==> src/rtl/tim_pkg.sv <==
// Shared definitions for the APB timer bank: register map, CTRL bit positions
// and the channel FSM state type.
package tim_pkg;

  localparam logic [7:0] CH_STRIDE = 8'h14;

  localparam logic [7:0] OFF_LOAD = 8'h00;
  localparam logic [7:0] OFF_CUR  = 8'h04;
  localparam logic [7:0] OFF_CTRL = 8'h08;
  localparam logic [7:0] OFF_EOI  = 8'h0C;
  localparam logic [7:0] OFF_STAT = 8'h10;

  localparam logic [7:0] ADDR_INTS   = 8'hA0;
  localparam logic [7:0] ADDR_EOIALL = 8'hA4;
  localparam logic [7:0] ADDR_RAWS   = 8'hA8;
  localparam logic [7:0] ADDR_PSC    = 8'hAC;
  localparam logic [7:0] ADDR_TRIGEN = 8'hB0;

  localparam int CTRL_EN       = 0;
  localparam int CTRL_PERIODIC = 1;
  localparam int CTRL_MASK     = 2;
  localparam int CTRL_ONESHOT  = 3;
  localparam int CTRL_W        = 4;

  typedef enum logic {
    IDLE = 1'b0,
    RUN  = 1'b1
  } chan_state_e;

  // Byte address (low 8 bits) of register 'off' in channel 'ch'.
  function automatic logic [7:0] chan_addr(input int ch, input logic [7:0] off);
    return 8'(ch * int'(CH_STRIDE) + int'(off));
  endfunction

endpackage

==> src/rtl/tim_nch_chan.sv <==
// One timer channel: IDLE/RUN FSM, down-counter, interrupt status and the
// ETB trigger enable with its one-cycle expiry pulse.
module tim_nch_chan
  import tim_pkg::*;
#(
  parameter int CNT_W = 32
) (
  input  logic              pclk,
  input  logic              presetn,
  input  logic              tick,
  input  logic              load_we,
  input  logic              ctrl_we,
  input  logic [31:0]       wdata,
  input  logic              eoi_clr,
  input  logic              trig_on,
  input  logic              trig_off,
  output logic [CNT_W-1:0]  load,
  output logic [CNT_W-1:0]  cur,
  output logic [CTRL_W-1:0] ctrl,
  output logic              int_stat,
  output logic              trig_en,
  output logic              etb_trig
);

  chan_state_e state;
  logic        load_pend;  // RUN just entered: CUR picks up LOAD next cycle
  logic        running;
  logic        expiry;
  logic        start_wr;
  logic        stop_wr;

  assign running  = (state == RUN) && !load_pend;
  assign expiry   = running && tick && (cur == '0);
  assign start_wr = ctrl_we && wdata[CTRL_EN] && (state == IDLE);
  assign stop_wr  = ctrl_we && !wdata[CTRL_EN];

  // NOTE: sequential state uses non-blocking assignments only, so every flop
  // samples pre-edge values regardless of statement order.
  always_ff @(posedge pclk or negedge presetn) begin
    if (!presetn) begin
      state     <= IDLE;
      load_pend <= 1'b0;
      load      <= '0;
      cur       <= '1;
      ctrl      <= '0;
      int_stat  <= 1'b0;
      trig_en   <= 1'b0;
      etb_trig  <= 1'b0;
    end else begin
      etb_trig <= expiry && trig_en;

      if (trig_off)     trig_en <= 1'b0;
      else if (trig_on) trig_en <= 1'b1;

      // Expiry beats an end-of-interrupt read in the same cycle.
      if (expiry)       int_stat <= 1'b1;
      else if (eoi_clr) int_stat <= 1'b0;

      if (load_we) load <= wdata[CNT_W-1:0];
      if (ctrl_we) ctrl <= wdata[CTRL_W-1:0];

      if (expiry && ctrl[CTRL_ONESHOT]) begin
        state          <= IDLE;
        load_pend      <= 1'b0;
        cur            <= '0;
        ctrl[CTRL_EN]  <= 1'b0;
      end else if (stop_wr) begin
        state     <= IDLE;
        load_pend <= 1'b0;
      end else if (start_wr) begin
        state     <= RUN;
        load_pend <= 1'b1;
      end else if (state == RUN) begin
        if (load_pend) begin
          cur       <= load;
          load_pend <= 1'b0;
        end else if (expiry) begin
          cur <= ctrl[CTRL_PERIODIC] ? load : '1;
        end else if (tick) begin
          cur <= cur - 1'b1;
        end
      end
    end
  end

endmodule

==> src/rtl/tim_nch_apb_top.sv <==
// APB timer bank: NCH down-counter channels behind one shared prescaler, with
// APB decode, read mux and EOIALL fan-out.
module tim_nch_apb_top
  import tim_pkg::*;
#(
  parameter int NCH   = 4,
  parameter int CNT_W = 32,
  parameter int PSC_W = 8
) (
  input  logic           pclk,
  input  logic           presetn,
  input  logic           psel,
  input  logic           penable,
  input  logic           pwrite,
  input  logic [31:0]    paddr,
  input  logic [31:0]    pwdata,
  output logic [31:0]    prdata,
  input  logic           scan_mode,
  input  logic [NCH-1:0] etb_trig_en_on,
  input  logic [NCH-1:0] etb_trig_en_off,
  output logic [NCH-1:0] intr,
  output logic [NCH-1:0] etb_trig
);

  logic [7:0]        addr;
  logic              wr_en;
  logic              rd_en;
  logic              eoiall_rd;
  logic [PSC_W-1:0]  psc;
  logic [PSC_W-1:0]  psc_cnt;
  logic              tick;
  logic              any_en;
  logic [NCH-1:0]    ch_en;
  logic [NCH-1:0]    ch_mask;
  logic [NCH-1:0]    int_stat;
  logic [NCH-1:0]    trig_en;
  logic [NCH-1:0]    load_we;
  logic [NCH-1:0]    ctrl_we;
  logic [NCH-1:0]    eoi_clr;
  logic [CNT_W-1:0]  ch_load [NCH];
  logic [CNT_W-1:0]  ch_cur  [NCH];
  logic [CTRL_W-1:0] ch_ctrl [NCH];
  logic              unused_ok;

  assign addr      = paddr[7:0];
  assign wr_en     = psel & penable & pwrite;
  assign rd_en     = psel & penable & ~pwrite;
  assign eoiall_rd = rd_en && (addr == ADDR_EOIALL);
  assign unused_ok = ^{scan_mode, paddr[31:8], pwdata};

  assign any_en = |ch_en;
  assign tick   = (psc_cnt == psc);
  assign intr   = int_stat & ~ch_mask;

  // Restart on >= so a PSC shrunk below the running count never wraps the full range.
  always_ff @(posedge pclk or negedge presetn) begin
    if (!presetn) begin
      psc     <= '0;
      psc_cnt <= '0;
    end else begin
      if (wr_en && (addr == ADDR_PSC)) psc <= pwdata[PSC_W-1:0];
      if (!any_en || (psc_cnt >= psc)) psc_cnt <= '0;
      else                             psc_cnt <= psc_cnt + 1'b1;
    end
  end

  for (genvar i = 0; i < NCH; i++) begin : g_ch
    assign load_we[i] = wr_en && (addr == chan_addr(i, OFF_LOAD));
    assign ctrl_we[i] = wr_en && (addr == chan_addr(i, OFF_CTRL));
    assign eoi_clr[i] = eoiall_rd || (rd_en && (addr == chan_addr(i, OFF_EOI)));
    assign ch_en[i]   = ch_ctrl[i][CTRL_EN];
    assign ch_mask[i] = ch_ctrl[i][CTRL_MASK];

    tim_nch_chan #(.CNT_W(CNT_W)) u_chan (
      .pclk     (pclk),
      .presetn  (presetn),
      .tick     (tick),
      .load_we  (load_we[i]),
      .ctrl_we  (ctrl_we[i]),
      .wdata    (pwdata),
      .eoi_clr  (eoi_clr[i]),
      .trig_on  (etb_trig_en_on[i]),
      .trig_off (etb_trig_en_off[i]),
      .load     (ch_load[i]),
      .cur      (ch_cur[i]),
      .ctrl     (ch_ctrl[i]),
      .int_stat (int_stat[i]),
      .trig_en  (trig_en[i]),
      .etb_trig (etb_trig[i])
    );
  end

  always_comb begin
    // NOTE: default assigned first so every path drives prdata and no latch is inferred.
    prdata = '0;
    if (psel && !pwrite) begin
      for (int i = 0; i < NCH; i++) begin
        if (addr == chan_addr(i, OFF_LOAD)) prdata = 32'(ch_load[i]);
        if (addr == chan_addr(i, OFF_CUR))  prdata = 32'(ch_cur[i]);
        if (addr == chan_addr(i, OFF_CTRL)) prdata = 32'(ch_ctrl[i]);
        if (addr == chan_addr(i, OFF_STAT)) prdata = 32'(int_stat[i]);
      end
      case (addr)
        ADDR_INTS:   prdata = 32'(intr);
        ADDR_RAWS:   prdata = 32'(int_stat);
        ADDR_PSC:    prdata = 32'(psc);
        ADDR_TRIGEN: prdata = 32'(trig_en);
        default:     ;
      endcase
    end
  end

endmodule
==> config.mk <==
export PLATFORM = sky130hd
export DESIGN_NAME = tim_nch_apb_top
export DESIGN_NICKNAME = d
export VERILOG_FILES = /design/src/rtl/tim_pkg.sv /design/src/rtl/tim_nch_chan.sv /design/src/rtl/tim_nch_apb_top.sv
export SDC_FILE = /design/constraint.sdc
export NUM_CORES = 1
export LEC_CHECK = 0
export ABC_AREA = 1
export CAP_MARGIN = 20
export CORE_ASPECT_RATIO = 1.1
export CORE_MARGIN = 1
export CORE_UTILIZATION = 40
export CTS_CLUSTER_SIZE = 30
export DETAILED_ROUTE_END_ITERATION = 7
export GPL_ROUTABILITY_DRIVEN = 0
export HOLD_SLACK_MARGIN = 0.08
export PLACE_DENSITY_LB_ADDON = 0.08
export SYNTH_ARGS = -nofsm -noshare
export SYNTH_HDL_FRONTEND = slang
export SYNTH_HIERARCHICAL = 1
export SYNTH_SLANG_ARGS = --single-unit
==> constraint.sdc <==
create_clock -name pclk -period 7.7 [get_ports pclk]
set_clock_uncertainty 0.05 [all_clocks]
set_input_delay 2.31 -clock pclk [delete_from_list [all_inputs] [get_ports pclk]]
set_output_delay 2.31 -clock pclk [all_outputs]
set_load 0.01 [all_outputs]
==> After elaboration in Yosys (flattened, before gate mapping) <==
Cells that the tools add are included.
{ "word_totals": {"input_bits": 78, "out_inout_bits": 40, "regBits": 308} }
{ "classes": {"muxes": 103, "eq_ne": 33, "bitwise_logic": 10, "n_lt_le_gt_ge": 1, "addsub": 5, "reduce_logical": 97} }
{ "ops": {"columns": ["operator", "n"], "rows": [
  ["two-way mux 32 bit", 49],
  ["logical NOT 32 bit", 4],
  ["case mux 32 bit (4 select lines)", 1],
  ["subtractor 32 x 1 -> 32 bit, second input constant", 4],
  ["equality test 8 x 6 -> 1 bit, second input constant", 8],
  ["two-way mux 1 bit", 52],
  ["logical AND 1 bit", 47],
  ["equality test 8 bit, second input constant", 5],
  ["equality test 8 x 5 -> 1 bit, second input constant", 4],
  ["equality test 8 x 7 -> 1 bit, second input constant", 4],
  ["nonzero test 2 bit", 16],
  ["nonzero test 4 bit", 8],
  ["equality test 8 x 4 -> 1 bit, second input constant", 2],
  ["inequality test 2 bit, second input constant", 8],
  ["AND reduction 4 bit", 4],
  ["nonzero test 3 bit", 4],
  ["adder 8 x 1 -> 8 bit, second input constant", 1],
  ["equality test 8 x 3 -> 1 bit, second input constant", 1],
  ["equality test 8 bit", 1],
  [">= comparator 8 bit", 1],
  ["logical NOT 8 bit", 1],
  ["two-way mux 8 bit", 1],
  ["logical NOT 1 bit", 7],
  ["logical OR 1 bit", 5],
  ["5 further kinds", 11]
]} }

==> Depth between registers and ports, before layout <==
Gate-level depths: netlist of the first run.
{ "depth": {"word_depth": 19, "ltp_mapped": 15, "depth_no_buf": 14} }

==> Hierarchy <==
Netlist of the first run, hierarchy kept.
{ "by_module_without_submodules": {"columns": ["mod", "n_inst", "seq_area_each_um2", "cells_per_inst", "area_per_inst_um2"], "rows": [
  ["tim_nch_chan at g_ch[0].u_chan ...", 3, 1866.8, 653, 4524.3],
  ["tim_nch_chan at g_ch[3].u_chan", 1, 1866.8, 654, 4504.3],
  ["tim_nch_apb_top", 1, 400.4, 654, 3661.0]
]} }

==> Least setup slack after synthesis of the first run <==
Ideal clock, no wire load.
{ "synth_path": {"path_type": "input to output", "from": "input paddr[1]", "to": "output prdata[0]", "required_time_ns": 5.340, "path_buffers": 1, "path_slack_ns": 1.797, "cell_stages": 12, "arrival_ns": 3.543, "cell_sequence": "nor2_1 > nand3_2 > nor2_4 > buf_4 > nand2_1 > nand4_1 > nand2_1 > nand3_1 > nand2_1 > nand4_1 > nand2_1 > a21oi_1"} }
{ "synth_between": {"elab_chain_len": 19, "elab_cells_between_ends": 38} }
{ "synth_lines": {"columns": ["item", "line_no", "text"], "rows": [
  ["start: declaration", "tim_nch_apb_top.sv:15", "input logic [31:0] paddr,"],
  ["logical NOT 8 bit", "tim_nch_apb_top.sv:98", "if (addr == chan_addr(i, OFF_LOAD)) prdata = 32'(ch_load[i]);"],
  ["two-way mux 32 bit", "tim_nch_apb_top.sv:98", null],
  ["two-way mux 32 bit", "tim_nch_apb_top.sv:99", "if (addr == chan_addr(i, OFF_CUR)) prdata = 32'(ch_cur[i]);"],
  ["two-way mux 32 bit", "tim_nch_apb_top.sv:100", "if (addr == chan_addr(i, OFF_CTRL)) prdata = 32'(ch_ctrl[i]);"],
  ["two-way mux 32 bit", "tim_nch_apb_top.sv:101", "if (addr == chan_addr(i, OFF_STAT)) prdata = 32'(int_stat[i]);"],
  ["two-way mux 32 bit", "tim_nch_apb_top.sv:98", null],
  ["two-way mux 32 bit", "tim_nch_apb_top.sv:99", null],
  ["two-way mux 32 bit", "tim_nch_apb_top.sv:100", null],
  ["[3 not listed]", null, null],
  ["two-way mux 32 bit", "tim_nch_apb_top.sv:100", null],
  ["two-way mux 32 bit", "tim_nch_apb_top.sv:101", null],
  ["two-way mux 32 bit", "tim_nch_apb_top.sv:98", null],
  ["two-way mux 32 bit", "tim_nch_apb_top.sv:99", null],
  ["two-way mux 32 bit", "tim_nch_apb_top.sv:100", null],
  ["two-way mux 32 bit", "tim_nch_apb_top.sv:101", null],
  ["case mux 32 bit (4 select lines) (*)", "tim_nch_apb_top.sv:103", "case (addr)"],
  ["two-way mux 32 bit (*)", "tim_nch_apb_top.sv:96", "if (psel && !pwrite) begin"],
  ["end: declaration", "tim_nch_apb_top.sv:17", "output logic [31:0] prdata,"]
]} }
Every way passes the cells marked *; elsewhere a longest branch is shown, timed or not.

==> Final worst setup path of the first run <==
{ "layout_path": {"from": "input paddr[7]", "to": "output prdata[1]"} }
Same word-level chain as after synthesis.

==> results of run 1 <==
flip-flops by register name, indices dropped and copies added, names as in the netlist, 8 cells and up:
register          flops
g_ch.u_chan/cur     128
g_ch.u_chan/load    128
g_ch.u_chan/ctrl     16
psc                   8
psc_cnt               8
power groups by stage:
stage | sequential [mW] | combinational, mW | clock [mW]
after floorplan | 1.72 | 0.580 | 0
after detailed placement | 1.74 | 0.831 | 0
after global routing | 1.72 | 0.946 | 2.12
final | 1.72 | 0.855 | 2.02
after CTS | 1.72 | 0.836 | 2.06
after global placement | 1.74 | 0.823 | 0
per-stage QoR:
step | power (mW) | cells | hold slack (ns)
after global routing | 4.78 | 4082 | 0.460
after global placement | 2.57 | 4008 | 0.423
final | 4.59 | 4082 | 0.437
after detailed placement | 2.57 | 4008 | 0.428
after CTS | 4.61 | 4082 | 0.439
after floorplan | 2.30 | 3267 | 0.405
final cells by class:
type	instances	area share, %
Tap cell	728	3.69
Inverter	341	5.24
Timing Repair Buffer	128	5.30
Multi-Input combinational cell	2503	48.2
Sequential cell	308	31.9
Clock buffer	64	5.08
Clock inverter	10	0.598
metal layers:
layer  wire length, µm  part of all wire [%]  GRT usage [%]  up-vias
li1                  -                     -              -    10400
met2             36100                    45           46.8      785
met5                 0                     0              0        -
met1             35300                    44           39.9    10300
met4              3440                   4.3           12.0        0
met3              4940                   6.2           3.45      156
cell families (layout without fill, tap and decap cells):
kind of cell / count (synthesis) / after routing / share of synthesized area (%)
AOI/OAI and AO/OA: 311 / 311 / 8.74
xor gates and xnor gates: 37 / 37 / 1.49
adders and majority gates: 13 / 13 / 0.748
buffers and inverters: 456 / 543 / 9.26
DFF: 308 / 308 / 36.2
muxes: 9 / 9 / 0.466
and+or+nand+nor: 2133 / 2133 / 43.1
worst max path at each step:
stage,cells past startpoint,end
global route,16,prdata[1]
finish,16,prdata[1]
global placement,16,prdata[1]
detailed placement,16,prdata[1]
CTS,16,prdata[1]
floorplan,12,prdata[0]
layout by cell type, fill, tap and decap left out, types with 14 or more instances in the layout:
master,Yosys,layout
sky130_fd_sc_hd__buf_4,14,27
sky130_fd_sc_hd__inv_1,320,320
sky130_fd_sc_hd__nand2_2,29,29
sky130_fd_sc_hd__o21ai_0,165,165
sky130_fd_sc_hd__clkbuf_16,0,42
sky130_fd_sc_hd__o21bai_1,16,16
sky130_fd_sc_hd__xor2_1,21,21
sky130_fd_sc_hd__nor2_2,52,53
sky130_fd_sc_hd__dfstp_2,128,128
sky130_fd_sc_hd__nor2_1,434,432
sky130_fd_sc_hd__nand2_1,1200,1200
sky130_fd_sc_hd__clkdlybuf4s50_1,0,91
sky130_fd_sc_hd__a21oi_1,60,60
sky130_fd_sc_hd__nor2_4,15,16
sky130_fd_sc_hd__nand4_1,64,64
sky130_fd_sc_hd__nand3_1,261,261
sky130_fd_sc_hd__o211ai_1,14,14
sky130_fd_sc_hd__inv_2,16,16
sky130_fd_sc_hd__a221oi_2,21,21
sky130_fd_sc_hd__o21ai_1,17,17
sky130_fd_sc_hd__dfrtp_1,180,180
sky130_fd_sc_hd__xnor2_1,16,16
==> results.md, run 1 <==
Outcome:
- The flow ran to the end, and the final reports show no timing, DRC or antenna violations.

Clocking:
- CTS saw 308 sinks.
- The clock tree synthesis step divided the H-tree into 2 levels.
- The post-CTS setup-driven buffer insertion count is 0.
- The clock-pin slew on the worst setup and hold paths is 0.06 ns.
- The count of hold-fix buffers inserted at cts is 0.
- The later pin in the worst-skew pair is clocked with a latency of 0.59 ns.
- The number of cells upsized or downsized after cts is 0.
- TritonCTS built the clock tree.
- Counting along the longest clock path gives a buffer depth of 3.
- The cell sitting at the root of the clock tree is a sky130_fd_sc_hd__clkbuf_16.
- The number of buffers created by CTS is 40.

Pwr:
- In this run the power spent charging and discharging nets is 1.42 mW.
- Per report_power, the clock group accounts for 44.0% of the total.
- The internal portion of the total power is 3.17 mW.
- The worst voltage drop across the vdd grid is 0.000152 V.
- Net switching is 31.0% of the power.
- Dividing total power by cell area gives a power density of 186 nW/µm².
- Sequential cells burn 37.4% of the power.
- Summed over all cells, the static leakage comes to 12.7 nW.
- The combinational group share of total power is 18.6%.

Min path:
- The startpoint of the tightest hold check path is psc_cnt[0].
- The kind of path behind the tightest hold check is flip-flop to flip-flop.
- The worst hold path terminates at psc_cnt[0].
- The depth of the worst hold-timing path is 1.

Drt:
- The first-pass detailed-route iteration total is 5.
- For this run, design rule violations remaining after detail routing come to 0.
- The number of vias in the routed layout is 21.6k.
- The number of nets with antenna violations after detailed routing is 0.
- Dividing the detail-routed wire length by the instance count gives 19.6 µm.
- After detailed routing, the total wire length is 79,800 µm.
- Using the TritonRoute via totals, the vias-per-cell ratio works out to 5.30.
- After the first detailed-routing iteration, the DRC count stood at 2,233.

Timing:
- The slew at the pin with the worst max-slew slack is 1.13 ns.
- The fraction of the cycle the final worst path needs is 96.3%.
- Setup violations remaining at the end of the flow were counted as 0.
- The smallest setup slack after layout is 0.287 ns.
- Setup repair after global routing left no endpoint under its margin.
- The max-slew violation count was 0.
- The fmax is 135 MHz.
- The relative max-transition margin is 24.2%.
- The setup TNS after final layout is 0 ns.
- The worst path in the final design needs a cycle of 7.41 ns, including I/O delays and setup.
- The total count of hold-check failures in the final report came to 0.

Setup path:
- Of all nets on the critical path, the largest fanout is 32.
- Measured in cells, the most critical reg-to-reg path has a length of 12.
- The peak per-stage delay on the critical path is 0.56 ns.
- STA classifies the critical path startpoint as an input pin.
- The worst register-to-register path ends at g_ch[0].u_chan/cur[25].
- The critical path goes through clkdlybuf4s50_1 > nor2_4 > nand2_2 > nor2_2 > buf_12 > nand2_1 > nand3_1 > nand3_1 > nand3_1 > o21ai_1 > nand3_1 > nand2_1 > nand3_1 > nand2_1 > a21oi_1 > clkdlybuf4s50_1.
- Grouping stages by cell kind, the critical path spends the most delay in simple AND/OR/NAND/NOR gates.
- The critical path starts at paddr[7].
- On the critical path, the stage with the largest delay is an instance of sky130_fd_sc_hd__clkdlybuf4s50_1.
- The endpoint arrival time on the critical path is 5.05 ns.
- The cell type with the highest occurrence count on the critical path is sky130_fd_sc_hd__nand3_1.
- The number of buffers and inverters on the critical path is 3.
- The worst setup slack for register-to-register paths is 4.31 ns.
- The origin of the critical flop-to-flop path is psc_cnt[7].
- STA classifies the critical path endpoint as an output pin.
- Data on the critical path is required at its endpoint by 5.34 ns.
- By startpoint and endpoint, the worst setup path is classified as input pin to output pin.

Synth:
- In this run the cell area of the synthesized design comes to 21,700 µm².
- The number of flip-flops and latches in the synthesized netlist is 308.
- In the synthesized netlist the dominant register cell turns out to be sky130_fd_sc_hd__dfrtp_1.
- For this run, the number of Yosys warnings is 6.
- The biggest area contributor in the post-synthesis netlist is sky130_fd_sc_hd__dfrtp_1.
- The post-synthesis cell count is 3,267.
- By area the synthesized netlist is led by sky130_fd_sc_hd__dfrtp_1 21%, sky130_fd_sc_hd__nand2_1 21%, sky130_fd_sc_hd__dfstp_2 15%.
- Each instance of the synthesized netlist takes up on average 6.65 µm².
- After synthesis, the largest area contributor takes up 20.7% of total cell area.
- The synthesized net count is 3,358.
- In the post-synthesis netlist, the cell with the most instances is sky130_fd_sc_hd__nand2_1.
- The proportion of synthesized chip area in sequential cells is 36.2%.
- The number of enable-type register cells in the synthesized netlist is 0.
- In this run, distinct cell masters in the synthesized netlist total 47.
- The commonest cells after synthesis are 1,200 x sky130_fd_sc_hd__nand2_1, 434 x sky130_fd_sc_hd__nor2_1, 320 x sky130_fd_sc_hd__inv_1.
- In the synthesized netlist the async set-or-reset flop fraction comes to 100%.

Placement:
- OpenSTA, run right after detailed placement, puts the worst setup slack at 0.272 ns.
- After legalization and detailed placement, the total HPWL measured 59,700 µm.
- The number of buffers added on ports is 92.
- The post-placement cell area is 23,300 µm².

Die:
- The width of the die is 224 µm.
- 118 I/O pins were placed.
- The initial core utilization is 40.5%.
- The vertical extent of the die is 247 µm.
- The core region is 53,700 µm².
- The die covers 55,300 µm².
- The initialized floorplan defines 89 standard-cell rows.

GRT:
- The global-route wire length before repair is 123,000 µm.
- Entering global routing, the biggest net connects 108 pins.
- The number of global-route vias before repair is 20.5k.
- Global routing used 29.2% of the available tracks.
- The initial antenna violation count is 0.
- The remaining global-route overflow is 0.

Finish:
- The fraction of final layout cells sized beyond drive strength 1 is 12.9%.
- The sequential standard cell area is 7870 µm².
- The count of filler cells inserted in the layout is 5,625.
- The final core utilization is 46.0%.
- 0 antenna diodes ended up in the layout.
- Compared with the post-synthesis result, the final layout area differs by 13.5%.
- The area of the multi-input gates is 11,900 µm².
- The final layout contains 3,413 nets.
- The final standard cell area without fillers is 24,700 µm².

Run:
- The max capacitance violation total is 0.
(Power assumes the default switching activity.)
==> run 2: changes to the inputs <==
--- a/config.mk
+++ b/config.mk
@@ -10,7 +10,6 @@
 export CORE_ASPECT_RATIO = 1.1
 export CORE_MARGIN = 1
 export CORE_UTILIZATION = 40
-export CTS_CLUSTER_SIZE = 30
 export DETAILED_ROUTE_END_ITERATION = 7
 export GPL_ROUTABILITY_DRIVEN = 0
 export HOLD_SLACK_MARGIN = 0.08
==> results of run 2 <==
Final layout, timing and power as in run 1 (identical DEF).
